--- config.mk ---
export PLATFORM = sky130hd
export DESIGN_NAME = matmul_seq_ctrl_flat
export DESIGN_NICKNAME = d
export VERILOG_FILES = /design/src/rtl/matmul_seq_ctrl_if.sv /design/src/rtl/matmul_seq_ctrl.sv /design/src/flat_wrapper.sv
export SDC_FILE = /design/constraint.sdc
export NUM_CORES = 1
export LEC_CHECK = 0
export CORE_MARGIN = 3
export CORE_UTILIZATION = 38
export DETAILED_ROUTE_END_ITERATION = 10
export PLACE_DENSITY = 0.62
export SKIP_LAST_GASP = 1
export SYNTH_ARGS = -nofsm -noshare
export SYNTH_HDL_FRONTEND = slang
export SYNTH_SLANG_ARGS = --single-unit
--- constraint.sdc ---
create_clock -name clk -period 5.05 [get_ports clk]
set_clock_uncertainty 0.1 [all_clocks]
set_input_delay 1.515 -clock clk [delete_from_list [all_inputs] [get_ports clk]]
set_output_delay 1.515 -clock clk [all_outputs]
set_load 0.01 [all_outputs]
--- src/rtl/matmul_seq_ctrl_if.sv ---
// matmul_seq_ctrl_if: memory and transmit bundle of the matmul sequencer.
// master = sequencer side, slave = memories and UART transmit block.
interface matmul_seq_ctrl_if #(
  parameter int DATA_W = 8,
  parameter int ACC_W  = 16,
  parameter int ADDR_W = 8
);
  logic              a_read;
  logic [ADDR_W-1:0] a_addr;
  logic [DATA_W-1:0] a_data;
  logic              b_read;
  logic [ADDR_W-1:0] b_addr;
  logic [DATA_W-1:0] b_data;
  logic              r_write;
  logic [ADDR_W-1:0] r_addr;
  logic [ACC_W-1:0]  r_value;
  logic              tx_req;
  logic              tx_busy;
  logic              tx_done;

  modport master (
    output a_read,
    output a_addr,
    input  a_data,
    output b_read,
    output b_addr,
    input  b_data,
    output r_write,
    output r_addr,
    output r_value,
    output tx_req,
    input  tx_busy,
    input  tx_done
  );

  modport slave (
    input  a_read,
    input  a_addr,
    output a_data,
    input  b_read,
    input  b_addr,
    output b_data,
    input  r_write,
    input  r_addr,
    input  r_value,
    input  tx_req,
    output tx_busy,
    output tx_done
  );
endinterface

--- src/rtl/matmul_seq_ctrl.sv ---
// matmul_seq_ctrl: walks R = A x B through a single MAC,
// writes R row-major, then hands R to the UART transmitter.
module matmul_seq_ctrl #(
  parameter int ROW    = 2,
  parameter int INNER  = 2,
  parameter int COL    = 2,
  parameter int DATA_W = 8,
  parameter int ACC_W  = 16,
  parameter int ADDR_W = 8
) (
  input  logic clk,
  input  logic rst,
  input  logic start,
  input  logic abort,
  output logic busy,
  output logic done,
  matmul_seq_ctrl_if.master bus
);

  localparam int IW = (ROW > 1) ? $clog2(ROW) : 1;
  localparam int KW = (INNER > 1) ? $clog2(INNER) : 1;
  localparam int JW = (COL > 1) ? $clog2(COL) : 1;
  localparam int PW = 2 * DATA_W;

  localparam logic [IW-1:0] I_LAST = IW'(ROW - 1);
  localparam logic [KW-1:0] K_LAST = KW'(INNER - 1);
  localparam logic [JW-1:0] J_LAST = JW'(COL - 1);

  typedef enum logic [2:0] {
    S_IDLE,
    S_FETCH,
    S_MAC,
    S_WRITE,
    S_TX_START,
    S_TX_WAIT,
    S_DONE
  } state_t;

  state_t state;

  logic [IW-1:0]    i;
  logic [KW-1:0]    k;
  logic [JW-1:0]    j;
  logic [ACC_W-1:0] acc;

  logic [IW-1:0]    i_nxt;
  logic [KW-1:0]    k_nxt;
  logic [JW-1:0]    j_nxt;
  logic [PW-1:0]    prod;
  logic [ACC_W-1:0] acc_nxt;
  logic             k_last;
  logic             last_elem;

  function automatic logic [ADDR_W-1:0] a_at(
    input logic [IW-1:0] ii,
    input logic [KW-1:0] kk
  );
    return ADDR_W'(ii) * ADDR_W'(INNER)
         + ADDR_W'(kk);
  endfunction

  function automatic logic [ADDR_W-1:0] b_at(
    input logic [KW-1:0] kk,
    input logic [JW-1:0] jj
  );
    return ADDR_W'(kk) * ADDR_W'(COL)
         + ADDR_W'(jj);
  endfunction

  function automatic logic [ADDR_W-1:0] r_at(
    input logic [IW-1:0] ii,
    input logic [JW-1:0] jj
  );
    return ADDR_W'(ii) * ADDR_W'(COL)
         + ADDR_W'(jj);
  endfunction

  // Next loop indices (j fastest) and the MAC result.
  always_comb begin
    k_nxt     = k + 1'b1;
    i_nxt     = i;
    j_nxt     = j + 1'b1;
    if (j == J_LAST) begin
      i_nxt = i + 1'b1;
      j_nxt = '0;
    end
    k_last    = (k == K_LAST);
    last_elem = (i == I_LAST) && (j == J_LAST);
    prod      = PW'(bus.a_data) * PW'(bus.b_data);
    if (k == '0) begin
      acc_nxt = ACC_W'(prod);
    end else begin
      acc_nxt = acc + ACC_W'(prod);
    end
  end

  // Sequencer FSM; every output is a register set
  // on the edge that enters the state showing it.
  always_ff @(posedge clk or negedge rst) begin
    if (!rst) begin
      state       <= S_IDLE;
      i           <= '0;
      j           <= '0;
      k           <= '0;
      acc         <= '0;
      busy        <= 1'b0;
      done        <= 1'b0;
      bus.a_read  <= 1'b0;
      bus.b_read  <= 1'b0;
      bus.r_write <= 1'b0;
      bus.tx_req  <= 1'b0;
      bus.a_addr  <= '0;
      bus.b_addr  <= '0;
      bus.r_addr  <= '0;
      bus.r_value <= '0;
    end else if (abort) begin
      state       <= S_IDLE;
      i           <= '0;
      j           <= '0;
      k           <= '0;
      acc         <= '0;
      busy        <= 1'b0;
      done        <= 1'b0;
      bus.a_read  <= 1'b0;
      bus.b_read  <= 1'b0;
      bus.r_write <= 1'b0;
      bus.tx_req  <= 1'b0;
    end else begin
      bus.a_read  <= 1'b0;
      bus.b_read  <= 1'b0;
      bus.r_write <= 1'b0;
      bus.tx_req  <= 1'b0;
      done        <= 1'b0;
      unique case (state)
        S_IDLE: begin
          if (start) begin
            i          <= '0;
            j          <= '0;
            k          <= '0;
            busy       <= 1'b1;
            bus.a_read <= 1'b1;
            bus.b_read <= 1'b1;
            bus.a_addr <= a_at('0, '0);
            bus.b_addr <= b_at('0, '0);
            state      <= S_FETCH;
          end
        end
        S_FETCH: begin
          state <= S_MAC;
        end
        S_MAC: begin
          acc <= acc_nxt;
          if (k_last) begin
            bus.r_write <= 1'b1;
            bus.r_addr  <= r_at(i, j);
            bus.r_value <= acc_nxt;
            state       <= S_WRITE;
          end else begin
            k          <= k_nxt;
            bus.a_read <= 1'b1;
            bus.b_read <= 1'b1;
            bus.a_addr <= a_at(i, k_nxt);
            bus.b_addr <= b_at(k_nxt, j);
            state      <= S_FETCH;
          end
        end
        S_WRITE: begin
          k <= '0;
          if (last_elem) begin
            i     <= '0;
            j     <= '0;
            // Launch at once when the link is idle.
            bus.tx_req <= !bus.tx_busy;
            state      <= S_TX_START;
          end else begin
            i          <= i_nxt;
            j          <= j_nxt;
            bus.a_read <= 1'b1;
            bus.b_read <= 1'b1;
            bus.a_addr <= a_at(i_nxt, '0);
            bus.b_addr <= b_at('0, j_nxt);
            state      <= S_FETCH;
          end
        end
        S_TX_START: begin
          // The pulse already shown ends the wait.
          if (bus.tx_req) begin
            state <= S_TX_WAIT;
          end else if (!bus.tx_busy) begin
            bus.tx_req <= 1'b1;
          end
        end
        S_TX_WAIT: begin
          if (bus.tx_done) begin
            done  <= 1'b1;
            state <= S_DONE;
          end
        end
        S_DONE: begin
          busy  <= 1'b0;
          state <= S_IDLE;
        end
        default: begin
          busy  <= 1'b0;
          state <= S_IDLE;
        end
      endcase
    end
  end

endmodule

--- src/flat_wrapper.sv ---
// flat-port wrapper written by rule: the top's interface ports become plain ports
module matmul_seq_ctrl_flat 
#(
  parameter int ROW    = 2,
  parameter int INNER  = 2,
  parameter int COL    = 2,
  parameter int DATA_W = 8,
  parameter int ACC_W  = 16,
  parameter int ADDR_W = 8
)
  (clk, rst, start, abort, busy, done, bus_a_read, bus_a_addr, bus_a_data, bus_b_read, bus_b_addr, bus_b_data, bus_r_write, bus_r_addr, bus_r_value, bus_tx_req, bus_tx_busy, bus_tx_done);
  matmul_seq_ctrl_if #(.DATA_W(DATA_W), .ACC_W(ACC_W), .ADDR_W(ADDR_W)) bus_i ();
  input  logic clk;
  input  logic rst;
  input  logic start;
  input  logic abort;
  output logic busy;
  output logic done;
  output wire logic [$bits(bus_i.a_read)-1:0] bus_a_read;
  output wire logic [$bits(bus_i.a_addr)-1:0] bus_a_addr;
  input wire logic [$bits(bus_i.a_data)-1:0] bus_a_data;
  output wire logic [$bits(bus_i.b_read)-1:0] bus_b_read;
  output wire logic [$bits(bus_i.b_addr)-1:0] bus_b_addr;
  input wire logic [$bits(bus_i.b_data)-1:0] bus_b_data;
  output wire logic [$bits(bus_i.r_write)-1:0] bus_r_write;
  output wire logic [$bits(bus_i.r_addr)-1:0] bus_r_addr;
  output wire logic [$bits(bus_i.r_value)-1:0] bus_r_value;
  output wire logic [$bits(bus_i.tx_req)-1:0] bus_tx_req;
  input wire logic [$bits(bus_i.tx_busy)-1:0] bus_tx_busy;
  input wire logic [$bits(bus_i.tx_done)-1:0] bus_tx_done;
  assign bus_a_read = bus_i.a_read;
  assign bus_a_addr = bus_i.a_addr;
  assign bus_i.a_data = bus_a_data;
  assign bus_b_read = bus_i.b_read;
  assign bus_b_addr = bus_i.b_addr;
  assign bus_i.b_data = bus_b_data;
  assign bus_r_write = bus_i.r_write;
  assign bus_r_addr = bus_i.r_addr;
  assign bus_r_value = bus_i.r_value;
  assign bus_tx_req = bus_i.tx_req;
  assign bus_i.tx_busy = bus_tx_busy;
  assign bus_i.tx_done = bus_tx_done;
  matmul_seq_ctrl #(.ROW(ROW), .INNER(INNER), .COL(COL), .DATA_W(DATA_W), .ACC_W(ACC_W), .ADDR_W(ADDR_W)) u_core (.clk(clk), .rst(rst), .start(start), .abort(abort), .busy(busy), .done(done), .bus(bus_i));
endmodule
### Yosys cells after proc, flatten, opt, wreduce, memory -nomap -nowiden

Index checks and enable logic that the tools add are counted.

| cells by class | value |
|---|---|
| $mul | 1 |
| equal/unequal tests | 12 |
| add/sub/neg operators | 7 |
| bitwise logic cells | 1 |
| muxes and demuxes | 48 |
| reduce and logical (&&, ||, !) cells | 14 |

Operators by type and width:

| kind | count |
|---|---|
| 16-bit two-way mux | 3 |
| 8-bit case mux with 3 select lines | 2 |
| 8-bit two-way mux | 5 |
| 1-bit two-way mux | 25 |
| 3-bit case mux with 6 select lines | 1 |
| 16-bit adder | 1 |
| 8-bit by 8-bit multiplier with 16-bit output | 1 |
| 3-bit two-way mux | 5 |
| 2-bit by 1-bit adder with 3-bit output | 3 |
| 1-bit case mux with 2 select lines | 4 |
| 3-bit by 2-bit == test with 1-bit output (second input constant) | 2 |
| 3-bit == test (second input constant) | 2 |
| 2-bit != test (second input constant) | 3 |
| 3-bit != test (second input constant) | 2 |
| 1-bit case mux with 3 select lines | 2 |
| 2-bit AND reduction | 3 |
| 3-bit AND reduction | 2 |
| 3-bit nonzero test | 2 |
| 5-bit AND reduction | 1 |
| 5-bit OR reduction | 1 |
| 4-bit nonzero test | 1 |
| 1-bit adder (second input constant) | 3 |
| 3-bit by 1-bit == test with 1-bit output (second input constant) | 1 |
| 3-bit zero test | 1 |
| 7 further kinds | 7 |

| storage, ports and cells | value |
|---|---|
| logic and storage cells | 97 |
| register bits | 67 |
| input port bits | 22 |

### Depth between registers and ports, before layout

| logic depth | value |
|---|---|
| depth after elaboration | 5 |
| gate-level depth with buffers | 23 |
| mapped depth without buffers | 23 |

### Least setup slack after synthesis

No wires, ideal clock.

| timing path | value |
|---|---|
| path type | in2reg |
| start | input bus_a_data[2] |
| end | register u_core.acc[15] |
| stages | 21 |
| required time | 4.846 ns |
| library setup time | 0.104 ns |
| data arrival time | 6.343 ns |
| setup slack | -1.497 ns |
| path buffers | 0 |
| path through | and2_1 -> fa_1 -> fa_1 -> fa_1 -> inv_1 -> fa_1 -> inv_1 -> ha_1 -> a21oi_1 -> nor2b_1 -> a211o_1 -> a21oi_2 -> xnor2_1 -> ha_1 -> a21oi_1 -> o21ai_0 -> a41oi_1 -> o31a_1 -> mux2i_1 -> or3_1 -> o311ai_1 |

| between the ends | value |
|---|---|
| cells in the longest elaborated chain, start to end | 5 |

Ends and longest elaborated chain:

| what | line | RTL |
|---|---|---|
| start, declared | flat_wrapper.sv:21 | `input wire logic [$bits(bus_i.a_data)-1:0] bus_a_data;` |
| 8-bit by 8-bit multiplier with 16-bit output * | matmul_seq_ctrl.sv:89 | `prod = PW'(bus.a_data) * PW'(bus.b_data);` |
| 16-bit adder | matmul_seq_ctrl.sv:93 | `acc_nxt = acc + ACC_W'(prod);` |
| 16-bit two-way mux * | matmul_seq_ctrl.sv:90 | `if (k == '0) begin` |
| 16-bit two-way mux * | matmul_seq_ctrl.sv:134 | `unique case (state)` |
| 16-bit two-way mux * | matmul_seq_ctrl.sv:116 | `end else if (abort) begin` |
| end signal, assigned | matmul_seq_ctrl.sv:152 | `acc <= acc_nxt;` |
| end, declared | matmul_seq_ctrl.sv:44 | `logic [ACC_W-1:0] acc;` |

Mark *: on every way between the ends. The rest lies on a longest branch, timed or not. The select of a mux whose other input is x is not followed.
A chain may end at the register's enable or synchronous reset.

### Final worst setup path

| timing path | value |
|---|---|
| start | input bus_b_data[4] |
| end | register u_core.acc[15] |

| between the ends | value |
|---|---|
| cells in the longest elaborated chain, start to end | 5 |

Ends and longest elaborated chain:

| what | line | RTL |
|---|---|---|
| start, declared | flat_wrapper.sv:24 | `input wire logic [$bits(bus_i.b_data)-1:0] bus_b_data;` |
| 8-bit by 8-bit multiplier with 16-bit output * | matmul_seq_ctrl.sv:89 |  |
| 16-bit adder | matmul_seq_ctrl.sv:93 |  |
| 16-bit two-way mux * | matmul_seq_ctrl.sv:90 |  |
| 16-bit two-way mux * | matmul_seq_ctrl.sv:134 |  |
| 16-bit two-way mux * | matmul_seq_ctrl.sv:116 |  |

Marked as above.

==> impl_metrics.py <==
metrics = {
    "global_routing": {
        "grt_pass1_vias": 4652,
        "grt_usage": 0.177,
        "antenna_found_initial": 0,
        "grt_first_pass_wirelength_um": 21600,
        "grt.overflow.total": 0,
        "grt_max_degree": 49,
    },
    "synth": {
        "syn_inst": 554,
        "ys.flop_type": "dfrtp_1",
        "synth-edff-count": 0,
        "syn-mean-instance-area_um2": 9.17,
        "ys_seq_area_frac": 0.237,
        "synthArstFlopShare": 1.00,
        "yosys.area.top_type": "dfrtp_1",
        "synthTopCellsByArea": "dfrtp_1, fa_1, ha_1",
        "synth_cell_types": 57,
        "synth_top_cell_area_share": 0.237,
        "netlist_area_mm2": 0.00508,
        "ys_ff_latch": 48,
        "synth-warning-count": 0,
    },
    "critical_path": {
        "worstSetupStartpointType": "input pin",
        "r2r-start": "u_core.acc[0]",
        "critPathArrivalTime_ns": 6.43,
        "crit_type": "in2reg",
        "crit_required_ns": 5.14,
        "critPathMaxFanout": 7,
        "r2r_cells": 11,
        "cp_cell_sequence": "buf_8, and2_4, fa_1, fa_1, fa_1, inv_1, fa_1, inv_2, ha_4, buf_4, nand2_1, o21ai_0, a41o_1, a31oi_1, xnor2_1, ha_1, nand2_1, o21ai_1, a41oi_1, o31a_1, mux2i_2, nand3_1, o311ai_2",
        "rrSetupSlack_ns": 2.49,
        "critPathCaptureType": "flip-flop",
        "cpMostUsedCell": "fa_1",
        "slowest_delay_ns": 0.51,
        "reg2reg_to": "u_core.bus.r_value[10]",
        "crit_slowest_cell": "fa_1",
        "critical_path.startpoint": "bus_b_data[4]",
    },
    "hold_path": {
        "hold_path.startpoint": "u_core.bus.r_value[5]",
        "holdPathEnd": "u_core.bus.r_value[5]",
        "whs_path_depth": 2,
        "hold_class": "reg2reg",
    },
    "sta": {
        "slew_violations": 0,
        "worst-slew-pin-transition_ns": 1.02,
        "max_freq_mhz": 158,
        "final.setup.worst_slack_ns": -1.29,
        "relSlewSlack": 0.318,
        "setup_viol": 22,
        "rsz0062_at_grt": "yes",
        "period_share": 1.25,
        "finalCriticalPeriod_ns": 6.34,
        "hold_viol": 0,
    },
    "clock_network": {
        "cts_inserted_buffers": 5,
        "cts_root_buffer": "clkbuf_16",
        "clockBufferDepth": 2,
        "insertion_delay_ns": 0.29,
        "clk_pin_slew_ns": 0.06,
        "cts_tree": "done",
        "h-tree-depth": 2,
        "clkSinkCount": 48,
    },
    "place": {
        "io_buffers": 49,
        "dp_slack_ns": -2.09,
        "dp.cells": 837,
        "dp_hpwl_um": 9310,
        "gp_congestion": 0.880,
    },
    "route": {
        "drc": 0,
        "dr_total_vias": 4441,
        "final_antenna_net_count": 0,
        "drtIter0Drc": 290,
        "drt_wl_total_um": 13100,
        "routedWlPerCell_um": 14.8,
        "via_per_inst": 5.04,
        "firstDrtPassIters": 5,
    },
    "finish": {
        "final_common_cell": "buf_4",
        "final_nets": 820,
        "drive_above_1_share": 0.366,
        "mostFrequentLayoutCells": "buf_4, dfrtp_1, inv_1, and2_1, ha_1",
        "stdcell_count": 882,
        "diodes": 0,
        "area_delta_synth_final_pct": 44.9,
    },
    "power_and_ir_drop": {
        "seqPwrFrac": 0.111,
        "p_int_uw": 2500,
        "p_switching_uw": 1610,
        "p_comb_frac": 0.790,
        "power_density_mw_per_mm2": 559,
        "clkPwrFrac": 0.098,
        "p_sw_frac": 0.392,
        "ir_drop_v": 0.000320,
        "p_leak_uw": 0.00352,
    },
    "floorplan": {
        "initial_core_util": 0.396,
        "rows": 41,
        "fp.dieW_um": 122,
        "ioPinCount": 68,
        "die_area_mm2": 0.0148,
        "die_h_um": 122,
        "core_area_mm2": 0.0128,
    },
    "outcome": {
        "status": "complete, but fails checks",
        "violations": "negative setup slack",
    },
    "flow_run": {
        "maxCapViolations": 0,
    },
}
==> critical path: cells and delay by family <==
| kind | cells | cell delay [ns] |
|---|---|---|
| fa+ha+maj | 6 | 2.53 |
| mux | 1 | 0.27 |
| compound gates | 7 | 1.12 |
| xor+xnor | 1 | 0.22 |
| simple gates | 4 | 0.44 |
| buf+inv | 4 | 0.31 |
==> per-layer routing <==
layer / global-route usage / part of all wire
met1: 0.228 / 0.43
met2: 0.313 / 0.53
met3: 0.0223 / 0.023
met4: 0.0511 / 0.025
met5: 0 / 0
==> synth_stat cells (3+ instances only) <==
| cell type | instances |
|---|---|
| xnor2_1 | 14 |
| dfrtp_1 | 48 |
| a21o_1 | 10 |
| buf_4 | 20 |
| nand3_1 | 5 |
| nor3_1 | 5 |
| clkbuf_1 | 10 |
| inv_1 | 55 |
| and2_1 | 57 |
| a21oi_1 | 33 |
| nand2_1 | 41 |
| nor2_1 | 23 |
| or3_1 | 3 |
| a22oi_1 | 3 |
| fa_1 | 37 |
| mux2_2 | 12 |
| xor2_1 | 8 |
| a211oi_1 | 8 |
| nand2b_1 | 7 |
| o21a_1 | 3 |
| mux2i_1 | 12 |
| o21ai_0 | 37 |
| o21bai_1 | 3 |
| ha_1 | 52 |
| nor2b_1 | 5 |
==> flip-flops by register name, summed over array words and instances (netlist names) <==
name and cells:
u_core.busy 1, u_core.bus.r_value 16, u_core.state 3, u_core.bus.r_write 1, u_core.k 1, u_core.done 1, u_core.i 1, u_core.bus.tx_req 1
u_core.bus.r_addr 2, u_core.bus.a_read 1, u_core.bus.b_addr 1, u_core.acc 16, u_core.bus.a_addr 2, u_core.j 1
==> through the flow <==
stage / total power [uW] / instance area, um2 / TNS (ns) / hold slack [ns] / utilization
2_1_floorplan: 1790 / 5310 / -14.85 / 0.356 / -
3_3_place_gp: 2640 / 6390 / -36.59 / 0.364 / 0.499
3_5_place_dp: 2670 / 6390 / -38.71 / 0.375 / 0.499
4_1_cts: 3780 / 7130 / -18.51 / 0.390 / 0.556
5_1_grt: 4390 / 7360 / -22.12 / 0.410 / 0.574
6_report: 4110 / 7360 / -18.35 / 0.387 / 0.574
==> power by group through the flow <==
stage	sequential, uW	clock (uW)	combinational, uW
global placement	461	0	2180
detailed placement	462	0	2210
global route	462	424	3510
finish	458	405	3250
CTS	456	408	2910
floorplan	457	0	1330
==> cell type report <==
cell class                 count  area [um2]
clock buffer                   7         153
clock inverter                 1        30.0
fill                        1091        5470
inverter                      56         210
multi-input combinational    434        4130
sequential                    48        1200
tap                          172         215
timing repair buffer         164        1420
==> worst max path at each step <==
stage / endpoint / depth (start not counted)
after floorplan: u_core.acc[15] / 20
after global placement: u_core.acc[15] / 23
after detailed placement: u_core.acc[15] / 22
after CTS: u_core.acc[15] / 22
after global routing: u_core.acc[15] / 23
final: u_core.acc[15] / 23
==> logic make-up (layout without fill, tap and decap cells) <==
kind of cell	after synthesis	count (layout)	synth area share
flops	48	48	0.237
simple gates	161	161	0.168
other cells	1	18	0.000738
fa+ha+maj	89	89	0.274
mux	24	24	0.0503
compound gates	120	120	0.152
buf+inv	89	228	0.0811
xor+xnor	22	22	0.0379
==> timing repair <==
item | in CTS | in global routing
hold buffers | 0 | 0
setup endpoints to repair | 24 | 23
pin swaps | 60 | 44
gates cloned | 0 | 0
buffers inserted | 34 | 11
gates resized for setup | 156 | 46
Power figures use the tool's default switching activity.
